[src/rtl/lfsr_ber_pkg.sv]
// Shared constants and helpers for the LFSR bit-error-rate generator.
// Optional window error counter is enabled by defining LFSR_BER_ERRCNT_EN.
package lfsr_ber_pkg;

    localparam logic [31:0] TAPS_N8  = 32'h0000_00B8;
    localparam logic [31:0] TAPS_N16 = 32'h0000_B400;
    localparam logic [31:0] TAPS_N32 = 32'h8020_0003;

    // Other widths fall back to the two top bits, which is always a legal tap mask.
    function automatic logic [31:0] defaultTaps(input int n);
        logic [31:0] taps;
        case (n)
            8:       taps = TAPS_N8;
            16:      taps = TAPS_N16;
            32:      taps = TAPS_N32;
            default: taps = (32'(1) << (n - 1)) | (32'(1) << (n - 2));
        endcase
        return taps;
    endfunction

    function automatic int countWidth(input int window);
        return $clog2(window + 1);
    endfunction

endpackage

[src/rtl/lfsr_core.sv]
// XNOR Fibonacci LFSR state register with all-ones lock-up escape and sticky flag.
// Seed loading shares the reset path; the caller decides which one wins.
module lfsr_core
    import lfsr_ber_pkg::*;
#(
    parameter int              N    = 8,
    parameter logic [N-1:0]    TAPS = N'(defaultTaps(N))
) (
    input  logic         clk,
    input  logic         i_load,
    input  logic [N-1:0] i_seed,
    input  logic         i_advance,
    output logic [N-1:0] o_state,
    output logic [N-1:0] o_next,
    output logic         o_lockup
);

    logic [N-1:0] r_state;
    logic         r_lockup;
    logic         w_feedback;
    logic         w_allOnes;
    logic [N-1:0] w_next;

    assign w_feedback = ~^(r_state & TAPS);
    assign w_allOnes  = &r_state;
    // All-ones is the XNOR dead state, so the step out of it is forced to zero.
    assign w_next     = w_allOnes ? '0 : {r_state[N-2:0], w_feedback};

    always_ff @(posedge clk) begin
        if (i_load) begin
            r_state  <= i_seed;
            r_lockup <= 1'b0;
        end else if (i_advance) begin
            r_state <= w_next;
            if (w_allOnes) begin
                r_lockup <= 1'b1;
            end
        end
    end

    assign o_state  = r_state;
    assign o_next   = w_next;
    assign o_lockup = r_lockup;

endmodule

[src/rtl/lfsr_ber_gen.sv]
// LFSR-driven bit-error generator with valid/ready output and threshold compare.
// Define LFSR_BER_ERRCNT_EN to build the per-window error counter.
module lfsr_ber_gen
    import lfsr_ber_pkg::*;
#(
    parameter int              N      = 8,
    parameter logic [N-1:0]    TAPS   = N'(defaultTaps(N)),
    parameter int              WINDOW = 256
) (
    input  logic                                clk,
    input  logic                                rst_n,
    input  logic [N-1:0]                        seed,
    input  logic                                seed_load,
    input  logic                                enable,
    input  logic [N-1:0]                        threshold,
    input  logic                                out_ready,
    output logic                                out_valid,
    output logic [N-1:0]                        rnd,
    output logic                                ber,
    output logic                                lockup,
    output logic [countWidth(WINDOW)-1:0]       err_count,
    output logic                                window_done
);

    localparam int CW = countWidth(WINDOW);

    logic         r_outValid;
    logic         r_ber;
    logic         w_advance;
    logic         w_load;
    logic [N-1:0] w_state;
    logic [N-1:0] w_next;
    logic         w_seedBer;
    logic         w_nextBer;

    // rst_n is active-high despite its name; reset and seed_load both reload the seed.
    assign w_load    = rst_n | seed_load;
    assign w_advance = enable & (~r_outValid | out_ready);

    // Widen by one bit so the compare stays unsigned for every N.
    assign w_seedBer = {1'b0, threshold} >= {1'b0, seed};
    assign w_nextBer = {1'b0, threshold} >= {1'b0, w_next};

    lfsr_core #(
        .N    (N),
        .TAPS (TAPS)
    ) u_core (
        .clk       (clk),
        .i_load    (w_load),
        .i_seed    (seed),
        .i_advance (w_advance),
        .o_state   (w_state),
        .o_next    (w_next),
        .o_lockup  (lockup)
    );

    always_ff @(posedge clk) begin
        if (w_load) begin
            r_ber      <= w_seedBer;
            r_outValid <= 1'b0;
        end else if (w_advance) begin
            r_ber      <= w_nextBer;
            r_outValid <= 1'b1;
        end else if (out_ready) begin
            r_outValid <= 1'b0;
        end
    end

    assign out_valid = r_outValid;
    assign rnd       = w_state;
    assign ber       = r_ber;

`ifdef LFSR_BER_ERRCNT_EN
    logic [CW-1:0] r_xferCount;
    logic [CW-1:0] r_acc;
    logic [CW-1:0] r_errCount;
    logic          r_windowDone;
    logic          w_transfer;

    assign w_transfer = r_outValid & out_ready;

    // A seed reload starts a fresh window but keeps the last completed result.
    always_ff @(posedge clk) begin
        if (rst_n) begin
            r_xferCount  <= '0;
            r_acc        <= '0;
            r_errCount   <= '0;
            r_windowDone <= 1'b0;
        end else begin
            r_windowDone <= 1'b0;
            if (seed_load) begin
                r_xferCount <= '0;
                r_acc       <= '0;
            end else if (w_transfer) begin
                if (r_xferCount == CW'(WINDOW - 1)) begin
                    r_errCount   <= r_acc + CW'(r_ber);
                    r_windowDone <= 1'b1;
                    r_xferCount  <= '0;
                    r_acc        <= '0;
                end else begin
                    r_xferCount <= r_xferCount + CW'(1);
                    r_acc       <= r_acc + CW'(r_ber);
                end
            end
        end
    end

    assign err_count   = r_errCount;
    assign window_done = r_windowDone;
`else
    assign err_count   = '0;
    assign window_done = 1'b0;
`endif

endmodule

[config.mk]
export PLATFORM = sky130hd
export DESIGN_NAME = lfsr_ber_gen
export DESIGN_NICKNAME = d
export VERILOG_FILES = /design/src/rtl/lfsr_ber_pkg.sv /design/src/rtl/lfsr_core.sv /design/src/rtl/lfsr_ber_gen.sv
export SDC_FILE = /design/constraint.sdc
export NUM_CORES = 1
export LEC_CHECK = 0
export ABC_AREA = 1
export CAP_MARGIN = 20
export CORE_ASPECT_RATIO = 1.2
export CORE_MARGIN = 5
export CORE_UTILIZATION = 41
export CTS_BUF_LIST = sky130_fd_sc_hd__clkbuf_8
export CTS_CLUSTER_DIAMETER = 40
export CTS_CLUSTER_SIZE = 30
export DETAILED_ROUTE_END_ITERATION = 8
export GPL_TIMING_DRIVEN = 0
export PLACE_DENSITY = 0.79
export SLEW_MARGIN = 30
export SYNTH_ARGS = -nofsm -noshare
export SYNTH_HDL_FRONTEND = slang
export SYNTH_SLANG_ARGS = --single-unit
[constraint.sdc]
create_clock -name clk -period 1.8 [get_ports clk]
set_input_delay 0.27 -clock clk [delete_from_list [all_inputs] [get_ports clk]]
set_output_delay 0.27 -clock clk [all_outputs]
set_load 0.03 [all_outputs]
==> qor.yml <==
cpLargestDelayFamily: "simple AND/OR/NAND/NOR gates"
hold_violations: 0
p_total_mw: 1.00
place_inst: 213
fin_ws_ns: -0.166
root_buffer: "clkbuf_8"
synth-seq-cells: 11
fp.dieW_um: 56.6
portBuffers: 31
yosysUniqueCellTypes: 23
fp.coreArea_sq_mm: 0.00253
violations: "setup timing"
vias: 1009
overflow: 0
dp_hpwl_um: 2060
rrSetupSlack_ns: -0.17
seq_area_frac_synth_pct: 29.0
max_cap_violations: 0
rows: 20
instances_no_fill: 221
crit_top_cell: "nand2_1"
syn2layout_area_growth_pct: 46.8
critPathBufInv: 1
whs_ns: 0.464
finalSetupTns_ns: -0.166
finish.utilization_pct: 62.1
grt_max_degree: 11
yosysWarnings: 0
diodes: 0
finalSetupViolations: 1
initial_core_util_pct: 42.3
avgViaCountPerCell: 4.57
io_pins: 42
skew_ns: 0.000376
drive_above_1_share_pct: 16.5
path_cells: "ha_4 -> and3_4 -> nand3_4 -> nand2_1 -> ha_1 -> nand2_1 -> nand3_2 -> nand2_1 -> nand2_1 -> nand2_1 -> nand2_1 -> nand2_1 -> inv_1"
place_congestion: 0.832
cts_hold_buf: 0
cp_data_required_time_ns: 1.79
rsz0062_at_grt: "yes"
status: "complete, but fails checks"
endpoint_kind: "flip-flop"
grt_pass1_wl_um: 4190
path_depth: 13
grtUsageTotal_pct: 13.9
min_period_over_period_pct: 109
critPathSlowestCell: "edfxtp_1"
syn_area_sq_mm: 0.00107
wl_per_cell_um: 11.2
wirelength_um: 2480
synthCells: 140
r2r_cells: 13
clkLatencyLatePin_ns: 0.23
path_class: "reg2reg"
min_path_cells: 2
drc_errors: 0
worstPathArrival_ns: 1.96
power_density_mw_per_mm2: 638
clkTransAtPathRegs_ns: 0.05
max_freq_mhz: 509
dr.pass1.iters: 4
antenna_found_initial: 0
die-area_sq_mm: 0.00374
cts_max_level: 1
cp-start-kind: "flip-flop"
grt_pass1_vias: 1025
clockBufferDepth: 2
avgSynthCellArea_sq_um: 7.64
antenna_left: 0
final.min_clock_period_ns: 1.97
cpPeakStageDelay_ns: 0.43
holdCritPathClass: "reg2reg"
cts_inserted_buffers: 3
die_h_um: 66.0
drt_iter0_drc: 25
drv_slew: 0
clkSinkCount: 11
fin_nets: 227
path_max_fanout: 8
power_leakage_nw: 0.811
cts_tree: "yes"
peakVddDrop_uv: 378
## cells by family after synthesis
| group | share of synthesized area, % |
|---|---|
| fa+ha+maj | 19.9 |
| simple gates | 24.8 |
| xor+xnor | 1.64 |
| other cells | 0.351 |
| compound gates | 7.14 |
| buf+inv | 17.2 |
| flops | 29.0 |
## area by class of cell
cell class	count	area, sq um
plain buffers	12	97.6
clock buffers	3	41.3
clock inverters	1	3.75
fillers	221	957
inverters	23	86.3
multi-input cells	103	647
flip-flops and latches	11	310
well taps	33	41.3
repair buffers	35	343
## per-layer routing
metal  share of wire (%)  vias to the layer above  GRT usage, %
met5                   0                        -             0
met1                  39                      461          13.7
li1                    -                      520             -
met4                 1.1                        0          4.45
met2                  55                       26          27.6
met3                 5.3                        2          3.52
## sequential cells by signal, summed over array words and instances, names as in the netlist
name	count
u_core.o_state	8
out_valid	1
ber	1
u_core.o_lockup	1
## layout by cell type (no fill, tap or decap), types with 4 or more instances in the layout
cell type	netlist	layout
nor2_1	7	7
conb_1	1	10
nand2_1	42	41
a21oi_1	4	4
ha_1	17	15
inv_1	22	22
o21ai_1	8	8
edfxtp_1	9	9
buf_4	10	14
clkdlybuf4s50_1	0	30
## report_power, final
part | switching (mW) | total (mW) | internal (mW)
Combinational | 0.233 | 0.437 | 0.204
Clock | 0.0899 | 0.239 | 0.150
Sequential | 0.0200 | 0.326 | 0.306
## tightest hold or removal path, delay by kind of cell (launching register included)
| kind | cells | cell delay (ns) |
|---|---|---|
| DFF | 1 | 0.31 |
| buffers and inverters | 1 | 0.06 |
| AOI/OAI and AO/OA | 1 | 0.05 |
## stage by stage
step | setup slack [ns] | cell area (sq um)
3_3_place_gp | -0.293 | 1460
5_1_grt | -0.327 | 1570
6_report | -0.166 | 1570
2_1_floorplan | -0.328 | 1100
3_5_place_dp | -0.295 | 1460
4_1_cts | -0.215 | 1540
## path summary, 6_finish.rpt
check,start,to
setup / recovery,u_core.o_state[5],ber
hold / removal,u_core.o_lockup,u_core.o_lockup
setup reg to reg,u_core.o_state[5],ber
hold reg to reg,u_core.o_lockup,u_core.o_lockup
## synth_stat cells
library cell / number / share of area, %
a21boi_0: 1 / 0.70
a21oi_1: 4 / 1.9
a21oi_2: 1 / 0.82
and3_4: 1 / 1.1
buf_4: 10 / 7.0
buf_6: 2 / 2.1
conb_1: 1 / 0.35
dfxtp_1: 2 / 3.7
edfxtp_1: 9 / 25
ha_1: 17 / 20
inv_1: 22 / 7.7
inv_2: 1 / 0.35
nand2_1: 42 / 15
nand3_1: 4 / 1.9
nand3_4: 1 / 1.6
nand4_1: 1 / 0.59
nor2_1: 7 / 2.5
nor2_2: 2 / 1.2
nor3b_1: 1 / 0.70
o21ai_1: 8 / 3.7
or2_1: 1 / 0.59
xnor2_1: 1 / 0.82
xor2_1: 1 / 0.82
## repair_timing
action,CTS,global route
gates resized for setup,2,5
pin swaps,7,6
setup buffers,3,1
endpoints found under the hold margin,0,0
setup endpoints to repair,1,1
Note: power is estimated with default switching activity, not from simulation.
